[src/rtl/if_fetch_unit.sv]
// if_fetch_unit: instruction-fetch producer for the IF/ID stage buffer.
// Owns the PC, issues one imem request at a time, and presents
// {pc+2, instruction} to the IF/ID buffer together with write-enable and flush.
// It absorbs variable imem latency, hazard stalls and branch redirects.
//
// Optional feature: define FETCH_COUNT_EN to add the fetch_count output, a
// 16-bit wrapping count of cycles with ifid_write=1.
//
// Ports:
//   clk          system clock, rising edge
//   rst          asynchronous active-low reset
//   imem_req     one-cycle fetch request strobe
//   imem_addr    fetch address, valid while imem_req=1
//   imem_valid   one-cycle response strobe, 1..N cycles after imem_req
//   imem_rdata   instruction, valid with imem_valid
//   stall        hazard unit: hold IF/ID contents
//   redirect     taken branch/jump, one-cycle pulse
//   redirect_pc  redirect target (bit 0 ignored)
//   ifid_data    {pc_plus2, instruction} to the IF/ID buffer input
//   ifid_write   IF/ID buffer write enable
//   ifid_flush   IF/ID buffer flush, active-high
//   fetch_count  (FETCH_COUNT_EN only) number of ifid_write cycles, wrapping
module if_fetch_unit #(
    parameter int unsigned       ADDR_W   = 16,
    parameter int unsigned       INSTR_W  = 16,
    parameter logic [ADDR_W-1:0] RESET_PC = ADDR_W'(16'h0000)
) (
    input  logic                      clk,
    input  logic                      rst,
    output logic                      imem_req,
    output logic [ADDR_W-1:0]         imem_addr,
    input  logic                      imem_valid,
    input  logic [INSTR_W-1:0]        imem_rdata,
    input  logic                      stall,
    input  logic                      redirect,
    input  logic [ADDR_W-1:0]         redirect_pc,
    output logic [ADDR_W+INSTR_W-1:0] ifid_data,
    output logic                      ifid_write,
    output logic                      ifid_flush
`ifdef FETCH_COUNT_EN
    ,
    output logic [15:0]               fetch_count
`endif
);

    localparam int unsigned DATA_W = ADDR_W + INSTR_W;

    typedef enum logic [2:0] {
        S_BOOT,
        S_REQ,
        S_WAIT,
        S_HOLD,
        S_DRAIN
    } state_t;

    state_t                r_state;
    logic   [ADDR_W-1:0]   r_pc;
    logic   [INSTR_W-1:0]  r_hold;

    state_t                w_state_nxt;
    logic   [ADDR_W-1:0]   w_pc_nxt;
    logic   [ADDR_W-1:0]   w_pc_plus2;
    logic   [ADDR_W-1:0]   w_redirect_pc;
    logic                  w_hold_load;

    // PC arithmetic wraps naturally at 2^ADDR_W; redirect targets are halfword aligned.
    assign w_pc_plus2    = r_pc + ADDR_W'(2);
    assign w_redirect_pc = {redirect_pc[ADDR_W-1:1], 1'b0};
    assign imem_addr     = r_pc;

    // State, PC and hold register.
    always_ff @(posedge clk or negedge rst) begin
        if (!rst) begin
            r_state <= S_BOOT;
            r_pc    <= RESET_PC;
            r_hold  <= '0;
        end else begin
            r_state <= w_state_nxt;
            r_pc    <= w_pc_nxt;
            if (w_hold_load) begin
                r_hold <= imem_rdata;
            end
        end
    end

    // Next-state and outputs. Redirect beats every other event outside BOOT.
    always_comb begin
        w_state_nxt = r_state;
        w_pc_nxt    = r_pc;
        w_hold_load = 1'b0;
        imem_req    = 1'b0;
        ifid_write  = 1'b0;
        ifid_flush  = 1'b0;
        ifid_data   = DATA_W'(0);

        case (r_state)
            S_BOOT: begin
                ifid_flush  = 1'b1;
                w_state_nxt = S_REQ;
            end

            S_REQ: begin
                if (redirect) begin
                    // Request is suppressed, so nothing is outstanding.
                    ifid_flush  = 1'b1;
                    w_pc_nxt    = w_redirect_pc;
                    w_state_nxt = S_REQ;
                end else begin
                    imem_req    = 1'b1;
                    w_state_nxt = S_WAIT;
                end
            end

            S_WAIT: begin
                if (redirect) begin
                    ifid_flush  = 1'b1;
                    w_pc_nxt    = w_redirect_pc;
                    // A coincident response is simply dropped; otherwise drain it later.
                    w_state_nxt = imem_valid ? S_REQ : S_DRAIN;
                end else if (imem_valid) begin
                    if (stall) begin
                        w_hold_load = 1'b1;
                        w_state_nxt = S_HOLD;
                    end else begin
                        ifid_write  = 1'b1;
                        ifid_data   = {w_pc_plus2, imem_rdata};
                        w_pc_nxt    = w_pc_plus2;
                        w_state_nxt = S_REQ;
                    end
                end
            end

            S_HOLD: begin
                if (redirect) begin
                    ifid_flush  = 1'b1;
                    w_pc_nxt    = w_redirect_pc;
                    w_state_nxt = S_REQ;
                end else if (!stall) begin
                    ifid_write  = 1'b1;
                    ifid_data   = {w_pc_plus2, r_hold};
                    w_pc_nxt    = w_pc_plus2;
                    w_state_nxt = S_REQ;
                end
            end

            S_DRAIN: begin
                if (redirect) begin
                    ifid_flush = 1'b1;
                    w_pc_nxt   = w_redirect_pc;
                end
                // The stale response is discarded whether or not a redirect coincides.
                if (imem_valid) begin
                    w_state_nxt = S_REQ;
                end
            end

            default: begin
                w_state_nxt = S_BOOT;
            end
        endcase
    end

`ifdef FETCH_COUNT_EN
    logic [15:0] r_fetch_count;

    // Count of IF/ID writes; independent of redirect and flush.
    always_ff @(posedge clk or negedge rst) begin
        if (!rst) begin
            r_fetch_count <= 16'h0000;
        end else if (ifid_write) begin
            r_fetch_count <= r_fetch_count + 16'd1;
        end
    end

    assign fetch_count = r_fetch_count;
`endif

endmodule
[config.mk]
export PLATFORM = sky130hd
export DESIGN_NAME = if_fetch_unit
export DESIGN_NICKNAME = d
export VERILOG_FILES = /design/src/rtl/if_fetch_unit.sv
export SDC_FILE = /design/constraint.sdc
export NUM_CORES = 1
export LEC_CHECK = 0
export ABC_AREA = 1
export ABC_CLOCK_PERIOD_IN_PS = 2200
export CORE_MARGIN = 1.5
export CORE_UTILIZATION = 45
export DETAILED_ROUTE_END_ITERATION = 6
export PLACE_DENSITY = 0.86
export SYNTH_ARGS = -nofsm -noshare
export SYNTH_HDL_FRONTEND = slang
export SYNTH_SLANG_ARGS = --single-unit
[constraint.sdc]
create_clock -name clk -period 2.2 [get_ports clk]
set_clock_uncertainty 0.2 [all_clocks]
set_input_delay 0.44 -clock clk [delete_from_list [all_inputs] [get_ports clk]]
set_output_delay 0.44 -clock clk [all_outputs]
set_load 0.03 [all_outputs]
Word-level counts from Yosys, hierarchy flattened
Cells that the tools add are included.

word-level totals
  register bits = 35
  output and inout port bits = 51
  logic and storage cells = 52

operators by class
  add/subtract/negate cells = 1
  eq/ne operators = 8
  muxes and demuxes = 34
  reduce and logical (&&, ||, !) cells = 6

operators by type and width
  cell                                                  count
  2-to-1 mux 32 bit                                     5
  2-to-1 mux 16 bit                                     5
  case mux 32 bit (2 select lines)                      1
  case mux 16 bit (3 select lines)                      1
  2-to-1 mux 3 bit                                      6
  adder 16 x 2 -> 16 bit (second input constant)        1
  case mux 3 bit (5 select lines)                       1
  2-to-1 mux 1 bit                                      11
  equality test 3 x 2 -> 1 bit (second input constant)  2
  != test 3 bit (second input constant)                 2
  AND reduction 3 bit                                   2
  2-to-1 mux 2 bit                                      2
  case mux 1 bit (2 select lines)                       2
  OR reduction 4 bit                                    1
  equality test 3 x 1 -> 1 bit (second input constant)  1
  equality test 3 bit (second input constant)           1
  zero test 3 bit                                       1
  nonzero test 3 bit                                    1
  != test 2 x 1 -> 1 bit (second input constant)        1
  != test 2 bit (second input constant)                 1
  OR reduction 2 bit                                    1

Depth between registers and ports, before layout
  word-level depth = 5
  gate-level depth with buffers = 9
  mapped depth without buffers = 9

Least setup slack after synthesis
No wires, ideal clock.

  path kind = register -> output
  from = register r_pc[1], in the netlist imem_addr[1]
  to = output port ifid_data[25]
  data arrival time = 1,809 ps
  data required time = 1,560 ps
  slack = -249 ps
  stages on the path, launching flop included = 7
  path buffers = 0
  cells stage by stage = dfrtp_1 -> ha_1 -> nand2_1 -> nor2_1 -> nand2_1 -> xor2_1 -> nor2_1

on the way
  longest elaborated chain between the ends = 5
  elaborated cells between the ends (all ways) = 7
  classes of those cells = add/sub (1); mux (6)

RTL lines
  what                                  line  RTL
  start: declaration                    57    logic [ADDR_W-1:0] r_pc;
  start signal: assignment              79    r_pc <= w_pc_nxt;
  adder 16 x 2 -> 16 bit (*)            67    assign w_pc_plus2 = r_pc + ADDR_W'(2);
  2-to-1 mux 32 bit                     121   if (stall) begin
  2-to-1 mux 32 bit                     120   end else if (imem_valid) begin
  2-to-1 mux 32 bit                     115   if (redirect) begin
  case mux 32 bit (2 select lines) (*)  96    case (r_state)
  end: declaration                      37    output logic [ADDR_W+INSTR_W-1:0] ifid_data,

Every way passes the cells marked *; elsewhere a longest branch is shown, timed or not.

Final worst setup path
  from = register r_pc[2], in the netlist imem_addr[2]
  to = output port ifid_data[31]

Same word-level chain as after synthesis.

==> metrics.txt <==
Final GP Congestion=0.902; final net count=506; most frequent cell after synthesis=nand2_1; pwr dens=1130 mW/mm^2; Mapped Cells=361; fin worst setup slack=-0.166 ns; pre-CTS setup slack=-0.262 ns; Initial Util=46.4%; drt first pass iters=4; fraction of layout cells with a size suffix above 1=32.4%; post-synth cell types=30; total gr overflow=0; root cell of the clock tree=clkbuf_8; dpl hpwl=4.68 mm; sequential fraction of the synthesis area=36.1%; number of vias per cell=5.15; Slew Limit Headroom=63.2%; CTS Sinks=34; PortBufs=84; Post-synth EDFFs=0; Pwr Total=0.00460 W; chip width=75.4 microns; min cycle time layout=2.37 ns; final setup fails=32; Fin. Hold Viols=0; Die Span Y=75.4 microns; maximum clock path buffer count=2; boundary pin count=88; syn avg cell area=6.53 sq um; Synth area leader=dfrtp_1; Yosys reg bits=34; # DRC=0; Routed WL per cell=14.9 microns; worst skew pair latency=0.29 ns; Req. time, crit path=1.56 ns; synth cell count leaders=nand2_1, inv_1, dfrtp_1, nor2_1, o21ai_0; initial detailed-routing violation count=194; worst-margin pin slew=0.550 ns; initial antenna violation count=0; Peak VDD IR=0.580 mV; placed cell areas=0.00331 sq mm; top post-synthesis cells by area=dfrtp_1, nand2_1, inv_1; Max Slew Vio Count=0; HP Class=primary input to asynchronous set/reset pin; Reg clk slew, reported paths=0.08 ns; fraction of registers with async set/reset=100%; first-pass GRT wire length=11.0 mm; P&R area growth vs syn=73.2%; status=finished with violations; Fin Hold WS=0.307 ns; CP startpoint kind=flip-flop; CP Capture Type=output port; cts bufs inserted=5; CTS H-Tree Depth=2; Worst Path Class, Setup=flip-flop to output port; post-route clock period utilization=108%; WP data arrival=1.73 ns; area share of the largest cell type after synthesis=36.1%; Ys Warns=0; CTS tree=yes; Routed Antenna Nets=0; number of diodes=0; fmax=423 MHz; violated checks=negative setup slack; Max Cap Viol=0; leakage dissipation=1.93 nW; placed insts=521; placeable core area=0.00507 sq mm; via count=2778; placement row count=26; GRT Total Usage=25.5%; die area=0.00568 sq mm; most used flip-flop cell after synthesis=dfrtp_1; fin area=0.00408 sq mm; pin count of the biggest net entering global routing=33; crit-path max FO=3; RSZ-0062 raised after global routing=yes; final cell count without fillers=539; Post-Route WL=8.02 mm; Mapped Area=0.00236 sq mm; vias in the first global route=2490
[worst paths after layout]
| path | end | slack (ns) | start | cells after the start |
|---|---|---|---|---|
| worst max-delay path | ifid_data[31] | -0.17 | imem_addr[2] | 6 |
| worst min-delay path | imem_addr[13] | 0.31 | rst | 1 |
| worst max register to register | imem_addr[9] | 0.32 | imem_addr[2] | 11 |
| worst min register to register | r_hold[2] | 0.31 | r_hold[2] | 2 |
| max in group asynchronous | r_hold[6] | 0.87 | rst | 2 |
| min in group clk | r_hold[2] | 0.31 | r_hold[2] | 2 |
[logic make-up after synthesis]
group                      after synthesis  share of synthesized area, %
buffers and inverters                   71                          12.7
DFF                                     34                          36.1
adders and majority gates                1                         0.531
AOI/OAI and AO/OA                       52                          11.9
xor gates and xnor gates                 6                          2.23
other                                    1                         0.159
and+or+nand+nor                        196                          36.3
[power breakdown]
part           internal, W  switching [W]
Sequential        0.000914       0.000346
Combinational      0.00103        0.00159
Clock             0.000484       0.000236
[placed cells by master (no fill, tap or decap), types with 4 or more instances in the layout]
master           netlist  final
buf_6                  2     33
nor2_2                 9     12
clkbuf_8               0      6
a21oi_4                0      4
inv_1                 53     52
o21ai_4                0     13
o21ai_1               13     12
buf_12                 0      4
clkdlybuf4s50_1        0     47
inv_2                  6      5
nand4_1                6      6
nand2_1              126    121
o21ai_2                0      4
nand3_1               15     11
nand2_2                2      7
nor2_1                31     14
dfrtp_2                0      7
buf_4                  4     22
nor2_4                 1     15
o21ai_0               30     14
dfrtp_1               34     27
[per-stage QoR]
step	setup TNS, ns	util (%)
after floorplan	-1.32	-
after global routing	-4.13	80.4
after detailed placement	-6.39	65.1
after CTS	-2.00	75.6
final	-1.69	80.4
after global placement	-5.98	65.1
[routing by layer]
metal	vias up	track usage (%)	routed length, microns
met5	-	0	0
met4	0	6.94	243
met3	23	5.56	477
met2	133	47.2	4280
met1	1304	29.7	3020
li1	1318	-	-
[final cells by class]
cell class / count / area [sq um]
timing repair buffer: 111 / 1150
clock buffer: 6 / 82.6
sequential: 34 / 860
tap: 70 / 87.6
inverter: 59 / 226
clock inverter: 2 / 60.1
multi-input combinational: 257 / 1610
fill: 327 / 995
[registers in the layout, indices dropped and copies added, names as in the netlist]
| register | cells |
|---|---|
| imem_addr | 15 |
| r_hold | 16 |
| r_state | 3 |
[critical path, stage by stage, from the launching register on]
cell and delay [ns]:
dfrtp_2 0.42, ha_4 0.18, nand3_2 0.12, nor2_2 0.20, nand4_1 0.17, a21oi_2 0.20, buf_6 0.15
[what timing repair did]
action	in CTS	in global routing
setup endpoints to repair	32	34
resized for setup	105	45
gates cloned	2	0
pin swaps	6	11
hold buffers	0	0
setup buffers	3	5
hold endpoints to repair	0	0
Note: power is estimated with default switching activity, not from simulation.
